## config.mk

```make
export PLATFORM = sky130hd
export DESIGN_NAME = capture_wr_sched
export DESIGN_NICKNAME = d
export VERILOG_FILES = /design/src/rtl/capture_wr_sched.sv
export SDC_FILE = /design/constraint.sdc
export NUM_CORES = 2
export LEC_CHECK = 0
export CAP_MARGIN = 20
export CORE_MARGIN = 2
export CORE_UTILIZATION = 30
export CTS_CLUSTER_DIAMETER = 40
export CTS_CLUSTER_SIZE = 25
export DETAILED_ROUTE_END_ITERATION = 6
export RECOVER_POWER = 100
export REMOVE_ABC_BUFFERS = 1
export SYNTH_ARGS = -nofsm -noshare
export SYNTH_HDL_FRONTEND = slang
export SYNTH_SLANG_ARGS = --single-unit
```

## constraint.sdc

```tcl
create_clock -name m_axi_aclk -period 5.9 [get_ports m_axi_aclk]
set_input_delay 0.885 -clock m_axi_aclk [delete_from_list [all_inputs] [get_ports m_axi_aclk]]
set_output_delay 0.885 -clock m_axi_aclk [all_outputs]
set_load 0.05 [all_outputs]
```

## src/rtl/capture_wr_sched.sv

```systemverilog
// capture_wr_sched: write-side scheduler for the bitstream capture path.
//   Allocates 4 KiB-aligned DDR space per capture command, keeps an id->addr/size table,
//   chops each transfer into AXI write burst descriptors and reports completion per command.
// Ports:
//   m_axi_aclk/m_axi_aresetn            clock, async active-low reset
//   cmd_valid/cmd_ready/cmd_id/cmd_size capture command handshake
//   burst_valid/ready/addr/len/last     burst descriptors to the AXI write engine (len = beats-1)
//   b_valid/b_resp                      B responses, always accepted
//   done/done_err/done_id               one-cycle completion pulse per command
//   lkp_id -> lkp_hit/addr/size         registered table lookup for the loader
module capture_wr_sched #(
  parameter int          ADDR_WIDTH    = 34,
  parameter int          ID_WIDTH      = 4,
  parameter int          SIZE_WIDTH    = 32,
  parameter int          BEAT_BYTES    = 64,
  parameter int          MAX_BURST_LEN = 64,
  parameter int          MAX_OUTSTAND  = 8,
  parameter logic [63:0] REGION_BASE   = 64'h0,
  parameter logic [63:0] REGION_SIZE   = 64'h4000_0000
) (
  input  logic                  m_axi_aclk,
  input  logic                  m_axi_aresetn,
  input  logic                  cmd_valid,
  output logic                  cmd_ready,
  input  logic [ID_WIDTH-1:0]   cmd_id,
  input  logic [SIZE_WIDTH-1:0] cmd_size,
  output logic                  burst_valid,
  input  logic                  burst_ready,
  output logic [ADDR_WIDTH-1:0] burst_addr,
  output logic [7:0]            burst_len,
  output logic                  burst_last,
  input  logic                  b_valid,
  input  logic [1:0]            b_resp,
  output logic                  done,
  output logic                  done_err,
  output logic [ID_WIDTH-1:0]   done_id,
  input  logic [ID_WIDTH-1:0]   lkp_id,
  output logic                  lkp_hit,
  output logic [ADDR_WIDTH-1:0] lkp_addr,
  output logic [SIZE_WIDTH-1:0] lkp_size
);
  localparam int BW = $clog2(BEAT_BYTES);
  localparam int RW = SIZE_WIDTH - BW + 1;
  localparam int OW = $clog2(MAX_OUTSTAND + 1);
  localparam int NS = 2 ** ID_WIDTH;
  localparam logic [ADDR_WIDTH:0] REGION_END = (ADDR_WIDTH+1)'(REGION_BASE + REGION_SIZE);
  localparam logic [RW-1:0] MBL = RW'(MAX_BURST_LEN);
  localparam logic [OW-1:0] MO = OW'(MAX_OUTSTAND);
  typedef enum logic [2:0] {IDLE, ALLOC, ISSUE, WAIT_B, DONE, ERR} state_t;
  state_t                state_q, state_d;
  logic [ID_WIDTH-1:0]   id_q, id_d;
  logic [SIZE_WIDTH-1:0] size_q, size_d;
  logic                  err_q, err_d;
  logic [ADDR_WIDTH-1:0] addr_q, addr_d;
  logic [RW-1:0]         rem_q, rem_d;
  logic [OW-1:0]         out_q, out_d;
  logic [ADDR_WIDTH-1:0] ptr_q, ptr_d;
  logic                  cmd_ready_q, cmd_ready_d;
  logic [NS-1:0]         tbl_valid_q, tbl_valid_d;
  logic [ADDR_WIDTH-1:0] tbl_addr_q [NS];
  logic [ADDR_WIDTH-1:0] tbl_addr_d [NS];
  logic [SIZE_WIDTH-1:0] tbl_size_q [NS];
  logic [SIZE_WIDTH-1:0] tbl_size_d [NS];
  logic                  lkp_hit_q, lkp_hit_d;
  logic [ADDR_WIDTH-1:0] lkp_addr_q, lkp_addr_d;
  logic [SIZE_WIDTH-1:0] lkp_size_q, lkp_size_d;
  logic [RW-1:0]         beats, bnd, cur_a, cur;
  logic [ADDR_WIDTH:0]   alloc_bytes, ptr_end;
  logic                  reuse, ovf, issuing, hs, b_ok, last;
  always_comb begin
    beats       = RW'(({1'b0, size_q} + (SIZE_WIDTH+1)'(BEAT_BYTES - 1)) >> BW);
    // Whole beats rounded up to 4 KiB equals the byte size rounded up to 4 KiB.
    alloc_bytes = (ADDR_WIDTH+1)'(({1'b0, size_q} + (SIZE_WIDTH+1)'(4095)) >> 12) << 12;
    ptr_end     = {1'b0, ptr_q} + alloc_bytes;
    reuse       = tbl_valid_q[id_q] && tbl_size_q[id_q] >= size_q;
    ovf         = ptr_end > REGION_END;
    bnd         = RW'((13'h1000 - {1'b0, addr_q[11:0]}) >> BW);
    cur_a       = rem_q < MBL ? rem_q : MBL;
    cur         = bnd < cur_a ? bnd : cur_a;
    last        = rem_q == cur;
    issuing     = state_q == ISSUE && out_q != MO;
    hs          = issuing && burst_ready;
    b_ok        = b_valid && out_q != '0;
  end
  always_comb begin
    state_d     = state_q;
    id_d        = id_q;
    size_d      = size_q;
    err_d       = err_q | (b_ok && b_resp != 2'b00);
    addr_d      = addr_q;
    rem_d       = rem_q;
    ptr_d       = ptr_q;
    out_d       = out_q + OW'(hs) - OW'(b_ok);
    tbl_valid_d = tbl_valid_q;
    tbl_addr_d  = tbl_addr_q;
    tbl_size_d  = tbl_size_q;
    case (state_q)
      IDLE: if (cmd_valid && cmd_ready_q) begin
        state_d = ALLOC;
        id_d    = cmd_id;
        size_d  = cmd_size;
      end
      ALLOC: begin
        err_d = 1'b0;
        rem_d = beats;
        if (size_q == '0) state_d = DONE;
        else if (reuse) begin
          addr_d             = tbl_addr_q[id_q];
          tbl_size_d[id_q]   = size_q;
          state_d            = ISSUE;
        end else if (ovf) state_d = ERR;
        else begin
          addr_d             = ptr_q;
          ptr_d              = ADDR_WIDTH'(ptr_end);
          tbl_valid_d[id_q]  = 1'b1;
          tbl_addr_d[id_q]   = ptr_q;
          tbl_size_d[id_q]   = size_q;
          state_d            = ISSUE;
        end
      end
      ISSUE: if (hs) begin
        addr_d  = addr_q + (ADDR_WIDTH'(cur) << BW);
        rem_d   = rem_q - cur;
        state_d = last ? WAIT_B : ISSUE;
      end
      WAIT_B: state_d = out_q == '0 ? DONE : WAIT_B;
      DONE: begin
        // A failed capture must not be handed to the loader.
        if (err_q) tbl_valid_d[id_q] = 1'b0;
        state_d = IDLE;
      end
      default: state_d = IDLE;
    endcase
    cmd_ready_d = state_d == IDLE;
    lkp_hit_d   = tbl_valid_q[lkp_id];
    lkp_addr_d  = tbl_addr_q[lkp_id];
    lkp_size_d  = tbl_size_q[lkp_id];
  end
  always_ff @(posedge m_axi_aclk or negedge m_axi_aresetn) begin
    if (!m_axi_aresetn) begin
      state_q     <= IDLE;
      id_q        <= '0;
      size_q      <= '0;
      err_q       <= 1'b0;
      addr_q      <= '0;
      rem_q       <= '0;
      out_q       <= '0;
      ptr_q       <= ADDR_WIDTH'(REGION_BASE);
      cmd_ready_q <= 1'b0;
      tbl_valid_q <= '0;
      for (int i = 0; i < NS; i++) begin
        tbl_addr_q[i] <= '0;
        tbl_size_q[i] <= '0;
      end
      lkp_hit_q   <= 1'b0;
      lkp_addr_q  <= '0;
      lkp_size_q  <= '0;
    end else begin
      state_q     <= state_d;
      id_q        <= id_d;
      size_q      <= size_d;
      err_q       <= err_d;
      addr_q      <= addr_d;
      rem_q       <= rem_d;
      out_q       <= out_d;
      ptr_q       <= ptr_d;
      cmd_ready_q <= cmd_ready_d;
      tbl_valid_q <= tbl_valid_d;
      tbl_addr_q  <= tbl_addr_d;
      tbl_size_q  <= tbl_size_d;
      lkp_hit_q   <= lkp_hit_d;
      lkp_addr_q  <= lkp_addr_d;
      lkp_size_q  <= lkp_size_d;
    end
  end
  assign cmd_ready   = cmd_ready_q;
  assign burst_valid = issuing;
  assign burst_addr  = state_q == ISSUE ? addr_q : '0;
  assign burst_len   = state_q == ISSUE ? 8'(cur - RW'(1)) : '0;
  assign burst_last  = state_q == ISSUE && last;
  assign done        = state_q == DONE || state_q == ERR;
  assign done_err    = state_q == ERR || (state_q == DONE && err_q);
  assign done_id     = done ? id_q : '0;
  assign lkp_hit     = lkp_hit_q;
  assign lkp_addr    = lkp_addr_q;
  assign lkp_size    = lkp_size_q;
endmodule

```

Word-level counts from Yosys, hierarchy flattened
Index checks and enable logic that the tools add are counted.
{"block": "totals", "reg_bits": 1279, "output_inout_bits": 118, "input_bits": 47, "elab_cells": 165}
{"block": "op_classes", "n_bitwise": 9, "add_sub_neg": 9, "n_reduce_logical": 26, "n_mux": 52, "n_eq_ne": 14, "magnitude_cmp": 10}
{"operator": "$mux W512", "count": 2}
{"operator": "$bwmux W544", "count": 1}
{"operator": "$bwmux W512", "count": 1}
{"operator": "$mux W34", "count": 10}
{"operator": "$bmux W34 S4", "count": 2}
{"operator": "$bmux W32 S4", "count": 2}
{"operator": "$mux W32", "count": 5}
{"operator": "$demux W34 S4", "count": 1}
{"operator": "$demux W32 S4", "count": 1}
{"operator": "$mux W27", "count": 3}
{"operator": "$pmux W34 S2", "count": 1}
{"operator": "$mux W16", "count": 4}
{"operator": "$pmux W27 S2", "count": 1}
{"operator": "$add A34 B33 Y35", "count": 1}
{"operator": "$gt A35 B31 Y1 const B", "count": 1}
{"operator": "$add A34 B33 Y34", "count": 1}
{"operator": "$add A32 B12 Y33 const B", "count": 1}
{"operator": "$add A32 B6 Y33 const B", "count": 1}
{"operator": "$ge A32 B32 Y1", "count": 1}
{"operator": "$logic_not A32 Y1", "count": 1}
{"operator": "$pmux W16 S2", "count": 1}
{"operator": "$eq A27 B27 Y1", "count": 1}
{"operator": "$lt A21 B27 Y1", "count": 1}
{"operator": "$lt A27 B7 Y1 const B", "count": 1}
{"operator": "38 further kinds", "count": 75}

Longest topological paths before layout
{"block": "depth", "ltp_word": 10, "depth_mapped": 26, "depth_no_buf": 24}

Worst setup path before layout
No wires, ideal clock.
{"block": "synth_path", "path_type": "register to register", "startpoint": "register id_q[0]", "endpoint": "register tbl_addr_q[117] in the netlist's numbering", "t_arrival_ps": 6278, "period_less_slack_ps": 6406, "stages_incl_launch_ff": 24, "path_slack_ps": -506, "path_buffers": 10, "required_time_ps": 5772, "setup_ps": 128, "cell_sequence": "dfrtp_1 clkbuf_1 clkbuf_1 clkbuf_1 clkbuf_1 clkbuf_1 buf_1 mux4_2 mux4_2 ha_1 a21oi_1 nand2_1 a2111oi_0 a31oi_1 o21ai_0 nand2_1 and4b_1 buf_2 nand2_2 buf_6 or2_1 buf_2 buf_2 mux2_1"}
{"block": "synth_between", "elab_chain_len": 8, "elab_cells_between_ends": 16, "cone_classes": "order compare: 3; mux: 8; bitwise: 2; reduce/logical: 3"}
{"item": "start: declaration", "line_no": "51", "source": "logic [ID_WIDTH-1:0] id_q, id_d;"}
{"item": "start signal: assignment", "line_no": "160", "source": "id_q <= id_d;"}
{"item": "$not A4 Y5 (implied by the code)", "line_no": "75, 116"}
{"item": "$bmux W32 S4", "line_no": "75", "source": "reuse = tbl_valid_q[id_q] && tbl_size_q[id_q] >= size_q;"}
{"item": "$mux W32 (implied by the code) (2 in series)", "line_no": "75"}
{"item": "$ge A32 B32 Y1", "line_no": "75"}
{"item": "$logic_and A1 B1 Y1", "line_no": "75"}
{"item": "$not A1 Y1 (no source line)"}
{"item": "$reduce_and A4 Y1 (no source line)"}
{"item": "end signal: assignment", "line_no": "169", "source": "tbl_addr_q <= tbl_addr_d;"}
{"item": "end: declaration", "line_no": "60", "source": "logic [ADDR_WIDTH-1:0] tbl_addr_q [NS];"}
Parallel ways exist; a longest one is shown, timed or not. The select of a mux whose other input is x is not followed.
A chain may end at the register's enable or synchronous reset.

Worst setup path after layout
{"block": "layout_path", "startpoint": "register size_q[4]", "endpoint": "register tbl_size_q[315] in the netlist's numbering"}
{"block": "layout_between", "elab_chain_len": 5, "elab_cells_between_ends": 10, "cone_classes": "add/sub: 2; order compare: 2; eq/ne: 1; mux: 1; bitwise: 1; reduce/logical: 3"}
{"item": "start: declaration", "line_no": "52", "source": "logic [SIZE_WIDTH-1:0] size_q, size_d;"}
{"item": "start signal: assignment", "line_no": "161", "source": "size_q <= size_d;"}
{"item": "$add A32 B12 Y33", "line_no": "73", "source": "alloc_bytes = (ADDR_WIDTH+1)'(({1'b0, size_q} + (SIZE_WIDTH+1)'(4095)) >> 12) << 12;"}
{"item": "$add A34 B33 Y35", "line_no": "74", "source": "ptr_end = {1'b0, ptr_q} + alloc_bytes;"}
{"item": "$gt A35 B31 Y1", "line_no": "76", "source": "ovf = ptr_end > REGION_END;"}
{"item": "$ne A2 B2 Y1 (no source line)"}
{"item": "$reduce_and A3 Y1 (no source line)"}
{"item": "end signal: assignment", "line_no": "170", "source": "tbl_size_q <= tbl_size_d;"}
{"item": "end: declaration", "line_no": "62", "source": "logic [SIZE_WIDTH-1:0] tbl_size_q [NS];"}
Parallel ways exist; a longest one is shown, timed or not.

==> impl_metrics.yaml <==
outcome:
  status: "finished, violations left"
  violations: "max-capacitance violations, max-slew violations, negative setup slack"
clock_tree:
  cts_tree: "built"
  clk_pin_slew_ns: 0.07
  cts_buffers: 150
  cts.sinks: 1057
  clock_path_buffers: 3
  root_buffer: "clkbuf_16"
  cts-hold-fix-buffers: 0
  clk_latency_ns: 0.81
  h-tree-depth: 4
pwr:
  power_density_nw_per_um2: 517
  power_leakage_nw: 33.6
  ir_drop_mv: 0.360
final_layout:
  nFillCells: 18219
  nets: 4781
  drive_gt1_share_pct: 45.0
  post-route-util_pct: 38.4
  syn2layout_area_growth_pct: 27.4
  fin_cells: 7383
synth:
  synth_area_leader_cell: "dfrtp_1"
  synth.avg_cell_area_um2: 14.0
  synth.area.top_cells: "dfrtp_1, mux4_2, mux2_2"
  synth-edff-count: 0
  ys_ff_latch: 1057
  netlist_area_um2: 59200
  synth_seq_area_share_pct: 44.7
  yosysUniqueCellTypes: 79
  yosysTopAreaCellShare_pct: 44.7
  synthCells: 4240
  ys.flop_type: "dfrtp_1"
  synth_warnings: 0
  synthArstFlopShare_pct: 100
floorplan:
  die_h_um: 448
  ioPinCount: 165
  die_area_um2: 201000
  fp.dieW_um: 448
  start_util_pct: 30.1
  std_cell_rows: 163
  core_um2: 197000
sta:
  slew_headroom_pct: -230
  finalSetupViolCount: 194
  max_freq_mhz: 167
  slew_viol_final: 301
  rsz0062_at_grt: "yes"
  worstMarginPinSlew_ns: 4.95
  timing.hold.ws_ns: 0.505
  hold_viol_final: 0
  worst_slack_ns: -0.0973
  finalClockSkew_ns: 0.0464
  final.period_utilization_pct: 102
  layout_min_cycle_time_ns: 6.00
grt:
  antenna_found_initial: 3
  track_usage_pct: 18.3
  overflow: 0
  grt_pass1_wl_mm: 275
  grt_start_max_net_pins: 177
  grt_pass1_vias: 40482
routing:
  drtPass1Iterations: 6
  drt_wl_total_mm: 198
  remaining_drc_errors: 0
  drt_first_iter_violations: 3671
  wire_per_inst_um: 26.8
  vias: 40362
  viasPerCell: 5.47
  antenna_left: 0
setup_path:
  worstPathArrival_ns: 6.68
  max_stage_delay_ns: 0.60
  cp-startpoint: "size_q[4]$_DFFE_PN0P_"
  worst-setup-path-type: "reg2reg"
  worstPathMaxFanout: 8
  cp-end-kind: "flip-flop"
  start_kind: "flip-flop"
  cp_slowest_cell: "or4_4"
  cp.required_ns: 6.59
  path_cells: "nor4_2 -> buf_4 -> nand3_2 -> or4_4 -> nor2b_4 -> nand2_4 -> nor2_4 -> xnor2_1 -> ha_1 -> a21o_1 -> a221oi_4 -> a211oi_2 -> nor3_2 -> xnor2_2 -> or4_1 -> o41ai_2 -> buf_4 -> a31oi_4 -> clkbuf_16 -> nor3_4 -> buf_12 -> clkbuf_16 -> mux2_4"
  timing.rr.start: "size_q[4]$_DFFE_PN0P_"
hold_path:
  hold_start: "tbl_addr_q[543]$_DFFE_PN0P_"
  worstHoldPathType: "reg2reg"
run:
  max-cap-violations: 7
placed_design:
  dp.cells: 6991
  gp_congestion: 0.875
  hpwl_mm: 118
  portBuffers: 146
## sequential cells by signal, summed over array words and instances, names as in the netlist
name         cells
out_q            4
lkp_size        32
err_q            1
ptr_q           22
lkp_hit          1
lkp_addr        22
addr_q          28
tbl_valid_q     16
tbl_addr_q     352
id_q             4
state_q          3
tbl_size_q     512
rem_q           27
size_q          32
cmd_ready        1
## Yosys cell counts (24+ instances only)
cell / n
nor2_1: 147
clkbuf_1: 256
dfrtp_1: 1057
mux2_1: 189
inv_1: 87
buf_2: 34
ha_1: 122
and3_1: 35
and2_1: 29
nand2_1: 167
o21ai_0: 100
nand4_1: 30
mux2_2: 680
xnor2_1: 81
a21o_1: 39
a21oi_1: 117
nor3_1: 39
nand3_1: 45
buf_1: 50
buf_4: 59
a31oi_1: 24
mux4_2: 549
o22ai_1: 27
mux2i_1: 29
## report_power, final
part / switching, mW / leakage (nW) / internal, mW
Combinational: 9.04 / 16.6 / 8.71
Sequential: 2.15 / 14.3 / 9.31
Clock: 3.99 / 2.63 / 5.77
Total: 15.2 / 33.6 / 23.8
## per-stage QoR
step / setup slack (ns) / cell area, um^2 / TNS (ns) / total power [mW]
floorplan: -9.62 / 57600 / -7899.63 / 21.0
global placement: -0.355 / 65700 / -224.24 / 27.5
detailed placement: -0.303 / 65700 / -186.59 / 27.8
CTS: -0.00493 / 71700 / -0.00678 / 38.0
global route: -0.279 / 75400 / -100.25 / 41.0
finish: -0.0973 / 75400 / -6.40 / 39.0
## final cells by class
cell class	count	area [um^2]	area share, %
inverters	89	334	0.443
well taps	2640	3300	4.38
diodes	7	17.5	0.0232
clock inverters	113	1600	2.13
clock buffers	167	3890	5.16
flip-flops and latches	1057	26500	35.1
repair buffers	561	6810	9.03
multi-input cells	2749	33000	43.7
## cells by family after synthesis
group / share of synthesized area [%]
mux: 37.9
flops: 44.7
simple gates: 5.27
buf+inv: 3.56
compound gates: 4.29
fa+ha+maj: 2.71
xor+xnor: 1.52
other cells: 0.0127
## worst max-delay path, delay by kind of cell (launching register included)
family | cells | cell delay [ns]
flip-flops | 1 | 0.38
XOR/XNOR | 2 | 0.27
AO/OA/AOI/OAI | 5 | 1.26
multiplexers | 1 | 0.31
AND/OR/NAND/NOR | 9 | 2.31
buffers and inverters | 5 | 0.98
adder cells (fa/ha/maj) | 1 | 0.33
## per-layer routing
metal | up-vias | GRT usage [%] | part of all wire [%] | wire length, um
met5 | - | 0 | 0 | 0
met4 | 0 | 6.58 | 4.4 | 8760
met3 | 386 | 2.81 | 6.2 | 12300
met2 | 1458 | 30.7 | 49 | 96600
met1 | 21677 | 24.0 | 41 | 80500
li1 | 16841 | - | - | -
## cell usage in the layout, fill, tap and decap left out, drive strengths merged, types with 118 or more instances in the layout
cell type | Yosys | routed
a21oi | 118 | 118
buf | 144 | 350
clkbuf | 256 | 245
dfrtp | 1057 | 1057
ha | 122 | 122
inv | 87 | 129
mux2 | 869 | 869
mux4 | 549 | 549
nand2 | 168 | 168
nor2 | 147 | 147
## path summary, 6_finish.rpt
| path | endpoint | slack, ns | cells past startpoint |
|---|---|---|---|
| worst max-delay path | tbl_size_q[315]$_DFFE_PN0P_ | -0.1 | 23 |
| worst min-delay path | tbl_addr_q[543]$_DFFE_PN0P_ | 0.50 | 1 |
| worst max register to register | tbl_size_q[315]$_DFFE_PN0P_ | -0.1 | 23 |
| worst min register to register | tbl_addr_q[543]$_DFFE_PN0P_ | 0.50 | 1 |
| max in group asynchronous | ptr_q[25]$_DFFE_PN0P_ | 0.74 | 2 |
| min in group asynchronous | tbl_addr_q[237]$_DFFE_PN0P_ | 2.08 | 1 |
## what timing repair did
item | CTS | global route
setup buffers | 11 | 36
setup endpoints to repair | 894 | 891
pin swaps | 13 | 49
endpoints found under the hold margin | 0 | 0
resized for setup | 43 | 583
cloned | 7 | 52
Note: power is estimated with default switching activity, not from simulation.
